`config.mk`:
```
export PLATFORM = sky130hd
export DESIGN_NAME = serial_to_parallel
export DESIGN_NICKNAME = d
export VERILOG_FILES = /design/src/rtl/hamming_pkg.sv /design/src/rtl/stp_bit_counter.sv /design/src/rtl/serial_to_parallel.sv
export SDC_FILE = /design/constraint.sdc
export NUM_CORES = 1
export LEC_CHECK = 0
export CAP_MARGIN = 20
export CORE_AREA = 2 2 54 56
export DETAILED_ROUTE_END_ITERATION = 10
export DIE_AREA = 0 0 56 58
export SETUP_SLACK_MARGIN = 0.05
export SYNTH_ARGS = -nofsm -noshare
export SYNTH_HDL_FRONTEND = slang
export SYNTH_SLANG_ARGS = --single-unit
```
`constraint.sdc`:
```
create_clock -name clk -period 4.69 [get_ports clk]
set_clock_uncertainty 0.2 [all_clocks]
set_input_delay 0.938 -clock clk [delete_from_list [all_inputs] [get_ports clk]]
set_output_delay 0.938 -clock clk [all_outputs]
set_load 0.02 [all_outputs]
```
`src/rtl/hamming_pkg.sv`:
```
// Shared definitions for the Hamming link: codeword/data widths and the
// deserializer state encoding.
package hamming_pkg;

  localparam int CODEWORD_W = 7;
  localparam int DATA_W     = 4;

  typedef enum logic [1:0] {
    ST_IDLE  = 2'd0,
    ST_SHIFT = 2'd1,
    ST_HOLD  = 2'd2
  } stp_state_e;

endpackage

```
`src/rtl/stp_bit_counter.sv`:
```
// Clearable up-counter with a terminal flag at WIDTH-1; frame bit counter for
// both the receive deserializer and the transmit frame controller.
module stp_bit_counter
  import hamming_pkg::*;
#(
  parameter int WIDTH = CODEWORD_W
) (
  input  logic clk,
  input  logic rst,
  input  logic i_clear,
  input  logic i_inc,
  output logic o_terminal
);

  localparam int CW = $clog2(WIDTH + 1);

  logic [CW-1:0] r_count;

  // Clear has priority so a frame restart never counts the aborted strobe.
  always_ff @(posedge clk or posedge rst) begin
    if (rst) begin
      r_count <= '0;
    end else if (i_clear) begin
      r_count <= '0;
    end else if (i_inc) begin
      r_count <= r_count + 1'b1;
    end
  end

  assign o_terminal = (r_count == CW'(WIDTH - 1));

endmodule

```
`src/rtl/serial_to_parallel.sv`:
```
// LSB-first deserializer: start opens a frame, WIDTH shift strobes fill it,
// and the word is held on data_out under a valid/acknowledge handshake.
module serial_to_parallel
  import hamming_pkg::*;
#(
  parameter int WIDTH = CODEWORD_W
) (
  input  logic             clk,
  input  logic             stp_reset,
  input  logic             start,
  input  logic             shift,
  input  logic             serial_in,
  input  logic             read_ack,
  output logic [WIDTH-1:0] data_out,
  output logic             data_valid,
  output logic             busy,
  output logic             overrun,
  output stp_state_e       dbg_state
);

  // Handshake: data_valid stays high from word completion until an edge sees
  // read_ack; the consumer may read data_out any time data_valid is high.

  stp_state_e       r_state;
  logic [WIDTH-1:0] r_sr;
  logic [WIDTH-1:0] r_data_out;
  logic             r_data_valid;
  logic             r_busy;
  logic             r_overrun;

  logic [WIDTH-1:0] w_sr_next;
  logic             w_terminal;
  logic             w_cnt_clear;
  logic             w_cnt_inc;

  assign w_sr_next   = {serial_in, r_sr[WIDTH-1:1]};
  assign w_cnt_inc   = (r_state == ST_SHIFT) && shift;
  assign w_cnt_clear = start || (w_cnt_inc && w_terminal);

  stp_bit_counter #(.WIDTH(WIDTH)) u_bit_counter (
    .clk        (clk),
    .rst        (stp_reset),
    .i_clear    (w_cnt_clear),
    .i_inc      (w_cnt_inc),
    .o_terminal (w_terminal)
  );

  always_ff @(posedge clk or posedge stp_reset) begin
    if (stp_reset) begin
      r_state      <= ST_IDLE;
      r_sr         <= '0;
      r_data_out   <= '0;
      r_data_valid <= 1'b0;
      r_busy       <= 1'b0;
      r_overrun    <= 1'b0;
    end else begin
      case (r_state)
        ST_IDLE: begin
          if (start) begin
            r_state <= ST_SHIFT;
            r_sr    <= '0;
            r_busy  <= 1'b1;
          end
        end
        ST_SHIFT: begin
          // start beats a coincident strobe: the partial frame is dropped.
          if (start) begin
            r_sr <= '0;
          end else if (shift) begin
            r_sr <= w_sr_next;
            if (w_terminal) begin
              r_data_out   <= w_sr_next;
              r_data_valid <= 1'b1;
              r_busy       <= 1'b0;
              r_state      <= ST_HOLD;
            end
          end
        end
        ST_HOLD: begin
          if (read_ack) begin
            r_data_valid <= 1'b0;
            if (start) begin
              r_state <= ST_SHIFT;
              r_sr    <= '0;
              r_busy  <= 1'b1;
            end else begin
              r_state <= ST_IDLE;
            end
          end else if (start) begin
            r_overrun <= 1'b1;
          end
        end
        default: begin
          r_state <= ST_IDLE;
          r_busy  <= 1'b0;
        end
      endcase
    end
  end

  assign data_out   = r_data_out;
  assign data_valid = r_data_valid;
  assign busy       = r_busy;
  assign overrun    = r_overrun;
  assign dbg_state  = r_state;

endmodule
```
Word-level counts from Yosys, hierarchy flattened

Index checks and enable logic that the tools add are counted.

Multiplexer cells: 25
Reductions and logical operators: 13
Bitwise operators: 2
Add/subtract/negate cells: 1
Equal/unequal tests: 9

Operators with widths:

| cell                  | number |
|---|---|
| $mux W7               | 4 |
| $pmux W7 S3           | 1 |
| $mux W1               | 10 |
| $mux W2               | 5 |
| $ne A2 B2 Y1 const B  | 5 |
| $reduce_and A5 Y1     | 2 |
| $reduce_and A4 Y1     | 2 |
| $mux W3               | 2 |
| $pmux W2 S3           | 1 |
| $reduce_and A3 Y1     | 2 |
| $reduce_bool A2 Y1    | 2 |
| $add A3 B1 Y3 const B | 1 |
| $eq A3 B3 Y1 const B  | 1 |
| $ne A3 B3 Y1 const B  | 1 |
| $pmux W1 S3           | 1 |
| $reduce_bool A3 Y1    | 1 |
| $eq A2 B1 Y1 const B  | 1 |
| $eq A2 B2 Y1 const B  | 1 |
| $logic_and A1 B1 Y1   | 2 |
| $logic_not A2 Y1      | 1 |
| $not A1 Y1            | 2 |
| $pmux W1 S2           | 1 |
| $logic_or A1 B1 Y1    | 1 |

Bits of input ports: 6
Register bits after elaboration: 22

Depth between registers and ports, before layout

Word-level depth: 5
Depth in mapped cells: 6
Mapped depth without buffers: 5

By module

A second synthesis with hierarchy kept.

Cell total of the unflattened synthesis: 85
Area total of the unflattened synthesis: 975.9 µm²

Modules (own cells, without submodules):

| module             | sequential area each (µm²) | times used | cells an instance | area each (µm²) |
|---|---|---|---|---|
| serial_to_parallel | 450.4                      | 1          | 70                | 815.8 |
| stp_bit_counter    | 75.1                       | 1          | 15                | 160.2 |

Worst setup path before layout

No wires, ideal clock.

Kind: input to register
Start point: input start
End point: register r_data_out[0] (netlist: data_out[0])
Data required time: 4365 ps
Buffers on the path: 2
Cell stages on the path: 5
Arrival time: 1912 ps
Slack: 2453 ps
Cell sequence: buf_6 and4b_1 and3b_1 buf_6 mux2_4

Longest elaborated chain between the ends: 2

RTL lines:

| element                            | RTL line                 | RTL |
|---|---|---|
| start: declaration                 | serial_to_parallel.sv:10 | `input logic start,` |
| $not A1 Y1 (no source line)        | -                        |  |
| $reduce_and A4 Y1 (no source line) | -                        |  |
| end signal: assignment             | serial_to_parallel.sv:72 | `r_data_out <= w_sr_next;` |
| end: declaration                   | serial_to_parallel.sv:26 | `logic [WIDTH-1:0] r_data_out;` |

Every way passes these cells.
A chain may end at the register's enable or synchronous reset.

Worst setup path after layout

Ends and elaborated chain as after synthesis.

==> reports/qor.csv <==
metric,value,unit
status,completed,
path_class,input pin to flop,
netlist_area,991,um^2
port-buffer-count,17,
placed_area,1170,um^2
postSynthCellCount,84,
routed_wl,1.79,mm
post-route-period-util,57.8,%
fin_ws,1.98,ns
drt-initial-drc-count,17,
p_clk_share,29.2,%
crit_required,4.69,ns
drive_gt1_share,12.9,%
coreArea,2660,um^2
routedWlPerCell,13.6,um
final_util,44.9,%
power.leakage,0.000569,uW
final_cell_mix,"dfrtp_1, clkdlybuf4s50_1, nand2_1",
cp_max_fo,9,
comb_power_share,8.7,%
routed_via_density,4.89,
power.switching,74.9,uW
h-tree-depth,1,
crit_arrival,2.71,ns
internal_power,229,uW
wl_met1,892,um
rsz0062_at_grt,no,
post_cts_buffers,0,
drv_slew,0,
nets,110,
seqPwrFrac,62.1,%
ir_worst_vdd,0.000198,V
yosysWarnings,0,
grt_max_degree,22,
netSwitchingFraction,24.6,%
finalSetupTns,0,ns
design_area,1190,um^2
area_delta_synth_final,20.6,%
overflow,0,
cts-root-buf,clkbuf_4,
cts_buffers,3,
num-fill-cells,263,
hold_viol,0,
start_kind,input pin,
synth_top_cell_by_area,dfrtp_1,
initial_utilization,37.2,%
syn_nets,92,
relSlewSlack,47.9,%
ios,18,
drc,0,
ys_ff_latch,21,
dr.max_layer_used,met4,
finalCriticalPeriod,2.71,ns
antennaDiodeCount,0,
grtUsageTotal,12.1,%
max-cap-violations,0,
die_area,3250,um^2
hp-class,flop to flop,
grt_pass1_wl,3.00,mm
fmax,369,MHz
synth_top_area_share,53.0,%
powerDensity,255,nW/um^2
ctsLongestPathBuffers,2,
final_common_cell,dfrtp_1,
worst_pin_slew,0.781,ns
firstDrtPassIters,4,
rows,19,
antenna_left,0,
wl_met3,83,um
dp_hpwl,1.25,mm
grt_antenna_before_repair,0,
synth_cell_types,25,
clk_pin_slew_worst_paths,0.12,ns
first_global_vias,635,
synth_area_leaders,"dfrtp_1, mux2_4, mux2i_1",
die_w,56,um
avgSynthCellArea,11.8,um^2
die_h,58,um
gp_congestion,0.814,
worstSetupEndpointType,flop,
met2_length,784,um
postCtsHoldBufs,0,
clkSinkCount,21,
synth-seq-area-share,53.0,%
cts_tree,done,
setup_viol,0,
vias,645,
post_cts_resized,0,
clk_latency,0.30,ns
place_ws,1.63,ns
## logic make-up (layout without fill, tap and decap cells)
family / count (synthesis) / in the layout / synth area share (%)
and+or+nand+nor: 28 / 28 / 14.4
muxes: 13 / 13 / 16.7
adders and majority gates: 2 / 2 / 2.52
buffers and inverters: 7 / 24 / 4.42
AOI/OAI and AO/OA: 13 / 13 / 8.97
DFF: 21 / 21 / 53.0
## layer usage
| layer | up-vias | global-route usage [%] |
|---|---|---|
| li1 | 319 | - |
| met1 | 305 | 16.1 |
| met2 | 16 | 18.7 |
| met3 | 5 | 2.90 |
| met4 | 0 | 6.12 |
| met5 | - | 0 |
## registers in the layout, indices dropped and copies added (netlist names)
signal / flops
overrun: 1
dbg_state: 2
r_sr: 6
data_out: 7
busy: 1
u_bit_counter.r_count: 3
data_valid: 1
## synth_stat cells (all sizes together)
library cell,n
ha,2
o22a,1
nor3b,1
nor2b,2
a211o,2
a21o,1
a22o,1
nand2,15
or2,1
mux2i,6
a31o,1
dfrtp,21
or3b,1
a21boi,1
nor2,4
and4b,1
buf,4
mux2,7
o21ai,2
nand3b,2
and3b,1
inv,3
a21oi,4
## critical path, stage by stage
cell and delay, ns:
clkdlybuf4s50_1 0.54, and4b_1 0.35, and3b_1 0.53, mux2_4 0.35
## power groups by stage
stage	logic (uW)	registers [uW]	clock network [uW]
after detailed placement	27.0	193	0
after floorplan	16.1	193	0
after global placement	26.1	192	0
after global routing	29.5	190	104
after CTS	27.1	189	90.0
final	26.4	189	88.8
## cell type report
| class | count | area (um^2) | area share (%) |
|---|---|---|---|
| timing repair buffer | 17 | 170 | 14.2 |
| clock inverter | 1 | 5.00 | 0.419 |
| clock buffer | 3 | 22.5 | 1.88 |
| multi-input combinational | 56 | 422 | 35.3 |
| inverter | 3 | 11.3 | 0.942 |
| sequential | 21 | 526 | 44.0 |
| tap | 31 | 38.8 | 3.25 |
## final timing paths
kind / slack, ns / end / depth (start not counted) / start
worst max-delay path: 1.98 / data_out[0] / 4 / start
max in group asynchronous: 2.95 / r_sr[5] / 2 / stp_reset
worst min-delay path: 0.29 / overrun / 1 / overrun
worst min register to register: 0.29 / overrun / 1 / overrun
min in group asynchronous: 0.86 / data_out[5] / 2 / stp_reset
worst max register to register: 2.53 / data_out[0] / 5 / u_bit_counter.r_count[0]
## metrics by stage
stage	hold WS [ns]	power, uW	cells
global placement	0.254	218	128
CTS	0.294	306	132
finish	0.295	304	132
detailed placement	0.266	220	128
global route	0.313	324	132
floorplan	0.281	209	84
(Power assumes the default switching activity.)
